<file path="src/rtl/multireceive.sv">
// Receiver for the 3-wire parallel symbol link: synchronizes and deglitches the
// strobe, collects DIGITS octal symbols MSD first and publishes the decimal value.
module multireceive #(
   parameter int unsigned DIGITS  = 6,
   parameter int unsigned SETTLE  = 4,
   parameter int unsigned TIMEOUT = 2400000
) (
   input  logic                  hwclk,
   input  logic                  rst_n,
   input  logic                  enabled,
   input  logic                  in0,
   input  logic                  in1,
   input  logic                  in2,
   input  logic                  controlIn,
   input  logic                  ack,
   output logic [19:0]           value,
   output logic [3*DIGITS-1:0]   symbols,
   output logic                  valid,
   output logic                  busy,
   output logic                  timeout_err,
   output logic                  overrun
);

   localparam int unsigned SW = 3 * DIGITS;
   localparam int unsigned CW = $clog2(DIGITS + 1);
   localparam int unsigned KW = $clog2(SETTLE + 1);
   localparam int unsigned TW = $clog2(TIMEOUT + 1);

   typedef enum logic [1:0] {ST_IDLE, ST_SETTLE, ST_WAIT_LOW, ST_GAP} state_t;

   // Two-stage synchronizers for strobe and data, cleared only by rst_n
   logic [3:0] meta, sync;
   logic       ctl_s;
   logic [2:0] d_s;

   always_ff @(posedge hwclk or negedge rst_n) begin
      if (!rst_n) begin
         meta <= '0;
         sync <= '0;
      end else begin
         meta <= {controlIn, in2, in1, in0};
         sync <= meta;
      end
   end

   assign ctl_s = sync[3];
   assign d_s   = sync[2:0];

   state_t        state, state_nxt;
   logic [CW-1:0] count, count_nxt;
   logic [KW-1:0] scnt, scnt_nxt;
   logic [TW-1:0] tmo_cnt, tmo_nxt;
   logic [19:0]   acc, acc_nxt, acc_cap;
   logic [SW-4:0] sh, sh_nxt;
   logic [SW-1:0] sh_cap;
   logic [19:0]   value_nxt;
   logic [SW-1:0] symbols_nxt;
   logic          valid_nxt, busy_nxt, terr_nxt, ovr_nxt, tmo_hit;

   always_ff @(posedge hwclk or negedge rst_n) begin
      if (!rst_n) begin
         state       <= ST_IDLE;
         count       <= '0;
         scnt        <= '0;
         tmo_cnt     <= '0;
         acc         <= '0;
         sh          <= '0;
         value       <= '0;
         symbols     <= '0;
         valid       <= 1'b0;
         busy        <= 1'b0;
         timeout_err <= 1'b0;
         overrun     <= 1'b0;
      end else begin
         state       <= state_nxt;
         count       <= count_nxt;
         scnt        <= scnt_nxt;
         tmo_cnt     <= tmo_nxt;
         acc         <= acc_nxt;
         sh          <= sh_nxt;
         value       <= value_nxt;
         symbols     <= symbols_nxt;
         valid       <= valid_nxt;
         busy        <= busy_nxt;
         timeout_err <= terr_nxt;
         overrun     <= ovr_nxt;
      end
   end

   always_comb begin
      state_nxt   = state;
      count_nxt   = count;
      scnt_nxt    = scnt;
      tmo_nxt     = tmo_cnt;
      acc_nxt     = acc;
      sh_nxt      = sh;
      value_nxt   = value;
      symbols_nxt = symbols;
      valid_nxt   = valid;
      terr_nxt    = timeout_err;
      ovr_nxt     = overrun;
      acc_cap     = 20'(acc * 20'd10) + 20'(d_s);
      sh_cap      = {sh, d_s};
      tmo_hit     = (tmo_cnt == TW'(TIMEOUT));

      if (valid && ack)
         valid_nxt = 1'b0;

      case (state)
         ST_IDLE: begin
            count_nxt = '0;
            acc_nxt   = '0;
            sh_nxt    = '0;
            scnt_nxt  = KW'(1);
            if (ctl_s)
               state_nxt = ST_SETTLE;
         end
         ST_SETTLE: begin
            if (!ctl_s) begin
               state_nxt = (count == '0) ? ST_IDLE : ST_GAP;
               tmo_nxt   = '0;
            end else if (scnt == KW'(SETTLE - 1)) begin
               acc_nxt   = acc_cap;
               sh_nxt    = sh_cap[SW-4:0];
               count_nxt = count + CW'(1);
               tmo_nxt   = '0;
               state_nxt = ST_WAIT_LOW;
               // Final symbol: publish unless an unacknowledged frame is pending
               if (count == CW'(DIGITS - 1)) begin
                  if (!valid || ack) begin
                     value_nxt   = acc_cap;
                     symbols_nxt = sh_cap;
                     valid_nxt   = 1'b1;
                  end else begin
                     ovr_nxt = 1'b1;
                  end
               end
            end else begin
               scnt_nxt = scnt + KW'(1);
            end
         end
         ST_WAIT_LOW: begin
            if (tmo_hit) begin
               terr_nxt  = 1'b1;
               count_nxt = '0;
               acc_nxt   = '0;
               sh_nxt    = '0;
               tmo_nxt   = '0;
               state_nxt = ctl_s ? ST_WAIT_LOW : ST_IDLE;
            end else if (!ctl_s) begin
               // count==0 here means the frame was aborted while the strobe was high
               state_nxt = (count == CW'(DIGITS) || count == '0) ? ST_IDLE : ST_GAP;
               tmo_nxt   = '0;
            end else begin
               tmo_nxt = tmo_cnt + TW'(1);
            end
         end
         ST_GAP: begin
            if (tmo_hit) begin
               terr_nxt  = 1'b1;
               count_nxt = '0;
               acc_nxt   = '0;
               sh_nxt    = '0;
               tmo_nxt   = '0;
               state_nxt = ctl_s ? ST_WAIT_LOW : ST_IDLE;
            end else if (ctl_s) begin
               scnt_nxt  = KW'(1);
               state_nxt = ST_SETTLE;
            end else begin
               tmo_nxt = tmo_cnt + TW'(1);
            end
         end
         default: state_nxt = ST_IDLE;
      endcase

      if (!enabled) begin
         state_nxt   = ST_IDLE;
         count_nxt   = '0;
         scnt_nxt    = '0;
         tmo_nxt     = '0;
         acc_nxt     = '0;
         sh_nxt      = '0;
         value_nxt   = '0;
         symbols_nxt = '0;
         valid_nxt   = 1'b0;
         terr_nxt    = 1'b0;
         ovr_nxt     = 1'b0;
      end

      busy_nxt = (state_nxt != ST_IDLE);
   end

endmodule

</file>
<file path="config.mk">
export PLATFORM = sky130hd
export DESIGN_NAME = multireceive
export DESIGN_NICKNAME = d
export VERILOG_FILES = /design/src/rtl/multireceive.sv
export SDC_FILE = /design/constraint.sdc
export NUM_CORES = 1
export LEC_CHECK = 0
export CELL_PAD_IN_SITES_DETAIL_PLACEMENT = 0
export CELL_PAD_IN_SITES_GLOBAL_PLACEMENT = 2
export CORE_UTILIZATION = 37
export CTS_CLUSTER_SIZE = 28
export DETAILED_ROUTE_END_ITERATION = 10
export PLACE_DENSITY_LB_ADDON = 0.1
export RECOVER_POWER = 50
export SYNTH_ARGS = -nofsm -noshare
export SYNTH_HDL_FRONTEND = slang
export SYNTH_SLANG_ARGS = --single-unit
</file>
<file path="constraint.sdc">
create_clock -name hwclk -period 4.57 [get_ports hwclk]
set_input_delay 0.914 -clock hwclk [delete_from_list [all_inputs] [get_ports hwclk]]
set_output_delay 0.914 -clock hwclk [all_outputs]
set_load 0.01 [all_outputs]
</file>
==> results.json, run 1 <==
{
  "yosysUniqueCellTypes": 54,
  "numClockSinks": 112,
  "tritoncts": "done",
  "vias_per_cell": 5.29,
  "syn-cell-area_um2": 6220,
  "p_clk_share_pct": 40.5,
  "n_fill_cell": 1643,
  "syn_inst": 689,
  "fin_tns_setup_ps": 0,
  "clk_pin_slew_ps": 80,
  "post_drt_wl_per_cell_um": 16.4,
  "clock_path_buffers": 2,
  "synth-edff-count": 0,
  "syn_area_per_cell_um2": 9.03,
  "total_power_w": 0.00192,
  "seqPwrFrac_pct": 52.8,
  "die-area_um2": 17300,
  "cts_made_buffers": 9,
  "internal_power_w": 0.00142,
  "power_frac_comb_pct": 6.6,
  "fin_skew_ps": 12.3,
  "ff2ff_setup_slack_ps": 940,
  "setup_slack_ps": 802,
  "core-area_um2": 16500,
  "ys_seq_elements": 112,
  "grt_pass1_vias": 4965,
  "fmax_mhz": 265,
  "drive_above_1_share_pct": 4.78,
  "postRouteAntennaNets": 0,
  "drt_pass1_iterations": 5,
  "power_switching_w": 0.000496,
  "syn_nets": 744,
  "ctsRootBufferMaster": "clkbuf_16",
  "violations": "capacitance limit, slew limit",
  "htree_levels": 3,
  "postPlaceCellArea_um2": 6920,
  "die_x_um": 132,
  "portBuffers": 49,
  "routed_wl_um": 15600,
  "area_delta_synth_final_pct": 15.5,
  "grt_pass1_wl_um": 26200,
  "ys.flop_type": "dfrtp_1",
  "drc": 0,
  "vias": 5032,
  "place_ws_ps": 972,
  "p_per_area_nw_per_um2": 267,
  "async_flop_share_pct": 100,
  "cp_data_required_time_ps": 4840,
  "fp-row-count": 47,
  "yosys_warnings": 0,
  "worst_pin_slew_ps": 2010,
  "min_period_over_period_pct": 82.4,
  "cellLeakagePower_nw": 3.14,
  "start_kind": "input pin",
  "design_area_um2": 7190,
  "timing_hold_violations_final": 0,
  "drv_slew": 79,
  "synth_top_area_cell": "dfrtp_1",
  "path_max_fanout": 24,
  "antenna_found_initial": 0,
  "maxCapViolations": 1,
  "ios": 50,
  "slew_headroom_pct": -34.1,
  "peakVddDrop_uv": 179,
  "rsz0062_at_grt": "no",
  "die_height_um": 132,
  "start_util_pct": 37.7,
  "critPathKind": "in -> reg",
  "cp_data_arrival_time_ps": 4040,
  "gp_congestion": 0.824,
  "finalSetupViolCount": 0,
  "hpwl_um": 11000,
  "antenna-diode-count": 0,
  "hold_buffers": 0,
  "outcome": "complete, but fails checks",
  "post_cts_buffers": 0,
  "yosysTopAreaCellShare_pct": 45.0,
  "grtUsageTotal_pct": 18.9,
  "post_cts_resized": 0,
  "final_nets": 782,
  "cp-end-kind": "register",
  "sw_frac_of_total_pct": 25.9,
  "grt-ovfl-total": 0,
  "clk-insertion-delay-late_ps": 350,
  "finalCriticalPeriod_ps": 3770,
  "min_path_type": "reg -> reg",
  "grt_max_degree": 79,
  "synthTopCellsByArea": "dfrtp_1, ha_1, nand2_1",
  "ys_seq_area_share_pct": 45.0,
  "drt_iter0_drc": 372
}
## placed cells by master, fill, tap and decap left out, types with 16 or more instances in the layout
master and instances:
xnor2_1 21, dfrtp_1 112, clkdlybuf4s50_1 32, nand2_1 139, a21oi_1 46, nor2_1 49, nand3_1 18, ha_1 45
o21ai_0 64, dlygate4sd3_1 16
## kinds of logic after synthesis
kind of cell,Yosys count,synth area share [%]
fa+ha+maj,47,9.69
flops,112,45.0
xor+xnor,32,4.50
simple gates,273,20.1
buf+inv,44,3.02
compound gates,178,17.2
mux,3,0.503
## through the flow
step                hold slack (ps)  utilization [%]  std cells
floorplan                       331                -        689
global placement                334             41.9        936
detailed placement              341             41.9        936
CTS                             364             43.6        952
global route                    366             43.5        952
finish                          358             43.5        952
## synth_stat cells (3+ instances only)
| master | number |
|---|---|
| o41ai_1 | 3 |
| or4_1 | 3 |
| nand2b_1 | 3 |
| buf_2 | 3 |
| a31oi_1 | 9 |
| o21ai_0 | 64 |
| inv_1 | 12 |
| nand4_1 | 12 |
| nor4_1 | 3 |
| and2_1 | 6 |
| clkbuf_1 | 25 |
| ha_1 | 45 |
| o21a_1 | 5 |
| dfrtp_1 | 112 |
| a21o_1 | 5 |
| nor2_1 | 49 |
| or3_1 | 4 |
| o31ai_1 | 12 |
| xor2_1 | 11 |
| xnor2_1 | 21 |
| a211o_1 | 3 |
| a211oi_1 | 14 |
| a21oi_1 | 46 |
| o211ai_1 | 5 |
| nand3_1 | 18 |
| nor3_1 | 8 |
| nand2_1 | 140 |
| and3_1 | 13 |
## power groups by stage
stage	logic (W)	registers, W	clock network [W]
after floorplan	0.0000736	0.00103	0
after global placement	0.000132	0.00103	0
after detailed placement	0.000133	0.00103	0
after CTS	0.000133	0.00101	0.000808
after global routing	0.000145	0.00101	0.000845
final	0.000127	0.00101	0.000776
## state kept, by name, summed over array words and instances (netlist names), 4 cells and up
signal / count
tmo_cnt: 22
sync: 4
acc: 19
sh: 14
symbols: 17
value: 20
meta: 4
## path summary, 6_finish.rpt
check / startpoint / endpoint / depth (start not counted)
setup / recovery: enabled / sh[13] / 8
hold / removal: meta[0] / sync[0] / 0
setup reg to reg: acc[1] / acc[18] / 11
hold reg to reg: meta[0] / sync[0] / 0
max in group asynchronous: rst_n / tmo_cnt[20] / 2
min in group asynchronous: rst_n / acc[13] / 1
## critical path, cell delays in order
cell,delay [ps]
dlygate4sd3_1,520
clkbuf_1,710
inv_1,450
or3_1,550
nand2_2,360
buf_4,320
nand2_1,100
o21ai_0,90
## layer usage
| metal | GRT usage [%] | share of wire (%) |
|---|---|---|
| met5 | 0 | 0 |
| met4 | 3.55 | 0.49 |
| met3 | 3.55 | 2.9 |
| met2 | 31.3 | 47 |
| met1 | 25.7 | 49 |
## area by class of cell
class                           instances  area, um^2  area share, %
Clock buffer                           11         233           3.24
Clock inverter                          5        46.3          0.644
Inverter                               12        45.0          0.627
Multi-Input combinational cell        533        3240           45.0
Sequential cell                       112        2800           39.0
Tap cell                              220         275           3.83
Timing Repair Buffer                   59         549           7.64
Power figures use the tool's default switching activity.
==> run 2: changes to the inputs <==
CORE_UTILIZATION = 33   (was 37)
clock period = 3.4 ns   (was 4.57 ns; I/O delays follow)
==> run 2 against run 1 <==
Net effect: the flow now finishes without violations; combinational power up 40%; worst setup slack worse by 570 ps; cell count up 2.9%; core utilization down 2.6 points; non-clock buffer count up 19; sequential share of layout area down 1.3 points; cell area up 3.5%; routed wire length up 3.1%; register-to-register slack worse by 700 ps; critical path type is now reg -> reg; largest cell class unchanged; highest routed layer unchanged.
==> results.json, run 2 (synthesis gave the netlist of run 1 again) <==
{
  "cp_common_cell": "ha_1",
  "drc": 0,
  "clk_pin_slew_ps": 90,
  "grt_pass1_vias": 5032,
  "cp-end-kind": "register",
  "peakVddDrop_uv": 267,
  "setup_slack_ps": 235,
  "place_inst": 961,
  "area_delta_synth_final_pct": 19.6,
  "crit_buf_inv": 1,
  "holdWs_ps": 358,
  "fin_skew_ps": 22.0,
  "hpwl_um": 11700,
  "place_ws_ps": 58.8,
  "clk-insertion-delay-late_ps": 370,
  "tritoncts": "done",
  "cpLargestDelayFamily": "compound AO/OA/AOI/OAI gates",
  "routed_wl_um": 16100,
  "cp_slowest_cell": "fa_1",
  "final_common_cell": "nand2_1",
  "min_path_type": "reg -> reg",
  "grt_max_degree": 53,
  "grt_pass1_wl_um": 26700,
  "cts_made_buffers": 9,
  "portBuffers": 49,
  "grtUsageTotal_pct": 17.4,
  "final_cell_mix": "nand2_1, dfrtp_1, o21ai_0, nor2_1",
  "drive_above_1_share_pct": 8.52,
  "cellLeakagePower_nw": 3.27,
  "die-area_um2": 19400,
  "critPathKind": "reg -> reg",
  "path_cells": "ha_1, ha_1, fa_1, a211oi_2, o211ai_1, a21oi_2, xnor2_1, nand4_1, buf_4, nor3_2, xor2_1, a211oi_1",
  "path_max_fanout": 5,
  "largest_register_ffs": 22,
  "p_clk_share_pct": 43.1,
  "vias": 5051,
  "gp_congestion": 0.778,
  "clock_path_buffers": 2,
  "die_height_um": 139,
  "worst_path_largest_cell_delay_ps": 430,
  "cp_data_arrival_time_ps": 3420,
  "drt_iter0_drc": 237,
  "maxCapViolations": 0,
  "largestRegisters": "tmo_cnt (22), value (20), acc (19)",
  "start_kind": "register",
  "htree_levels": 3,
  "worst_pin_slew_ps": 1450,
  "largest-register": "tmo_cnt",
  "core-area_um2": 18200,
  "ctsRootBufferMaster": "clkbuf_16",
  "postRouteAntennaNets": 0,
  "power_switching_w": 0.000702,
  "p_per_area_nw_per_um2": 363,
  "drt_pass1_iterations": 7,
  "grt-ovfl-total": 0,
  "cp_data_required_time_ps": 3660,
  "post_drt_wl_per_cell_um": 16.4,
  "ios": 50,
  "numClockSinks": 112,
  "die_x_um": 139,
  "sw_frac_of_total_pct": 26.0,
  "slew_headroom_pct": 3.38,
  "power_frac_comb_pct": 6.6,
  "internal_power_w": 0.00200,
  "fmax_mhz": 316,
  "antenna-diode-count": 0,
  "finalCriticalPeriod_ps": 3160,
  "fin_tns_setup_ps": 0,
  "final_nets": 801,
  "drv_slew": 0,
  "finalSetupViolCount": 0,
  "start_util_pct": 34.2,
  "antenna_found_initial": 0,
  "stdcell_count": 980,
  "outcome": "finished clean",
  "min_period_over_period_pct": 93.1,
  "seqPwrFrac_pct": 50.3,
  "vias_per_cell": 5.15,
  "timing_hold_violations_final": 0,
  "fp-row-count": 49
}
-- run 2: changes by cell type in the layout (fill, tap and decap cells not counted), moves of 2 or more --
| cell | change |
|---|---|
| buf_4 | +17 |
| a211oi_1 | -3 |
| a211oi_2 | +3 |
| clkbuf_1 | -2 |
| clkinv_8 | +2 |
| nor3_1 | -2 |
| nor3_2 | +2 |
| nor4_1 | -2 |
| nor4_2 | +2 |
-- run 2: worst register-to-register path, stage by stage, from the launching register on --
cell and delay (ps):
dfrtp_1 410, ha_1 280, ha_1 240, fa_1 430, a211oi_2 250, o211ai_1 190, a21oi_2 220, xnor2_1 160
nand4_1 120, buf_4 180, nor3_2 180, xor2_1 110, a211oi_1 290
-- run 2: worst paths after layout --
check	startpoint	slack, ps	cells after the start	to
hold / removal	meta[2]	360	0	sync[2]
min in group asynchronous	rst_n	660	1	acc[18]
setup / recovery	acc[3]	240	12	value[17]
setup reg to reg	acc[3]	240	12	value[17]
hold reg to reg	meta[2]	360	0	sync[2]
max in group asynchronous	rst_n	730	3	symbols[15]
-- run 2: per-stage QoR --
stage          total power (W)  area [um^2]  util, %
6_report               0.00270         7440     40.9
5_1_grt                0.00281         7440     40.9
4_1_cts                0.00275         7410     40.7
3_5_place_dp           0.00157         7080     38.9
3_3_place_gp           0.00157         7080     38.9
2_1_floorplan          0.00148         6220        -
-- run 2: repair_timing --
| action | in CTS | in global routing |
|---|---|---|
| setup endpoints to repair | 0 | 13 |
| setup buffers | 0 | 3 |
| gates resized for setup | 0 | 8 |
| hold buffers | 0 | 0 |
| endpoints found under the hold margin | 0 | 0 |
-- run 2: layout make-up --
class / count / area, um^2
multi-input combinational: 533 / 3280
tap: 229 / 287
sequential: 112 / 2800
fill: 1839 / 10800
timing repair buffer: 78 / 702
clock buffer: 9 / 225
clock inverter: 7 / 103
inverter: 12 / 45.0
-- run 2: power by group through the flow --
stage	Clock (W)	Combinational, W	Sequential [W]
detailed placement	0	0.000188	0.00139
floorplan	0	0.0000990	0.00138
global route	0.00125	0.000204	0.00136
global placement	0	0.000188	0.00139
CTS	0.00120	0.000189	0.00136
finish	0.00117	0.000178	0.00136
-- run 2: layer usage --
| layer | global-route usage [%] | up-vias | wire length, um |
|---|---|---|---|
| met4 | 3.80 | 0 | 154 |
| met5 | 0 | - | 0 |
| met1 | 23.7 | 2436 | 8000 |
| met3 | 3.85 | 7 | 484 |
| met2 | 28.1 | 59 | 7410 |
| li1 | - | 2549 | - |
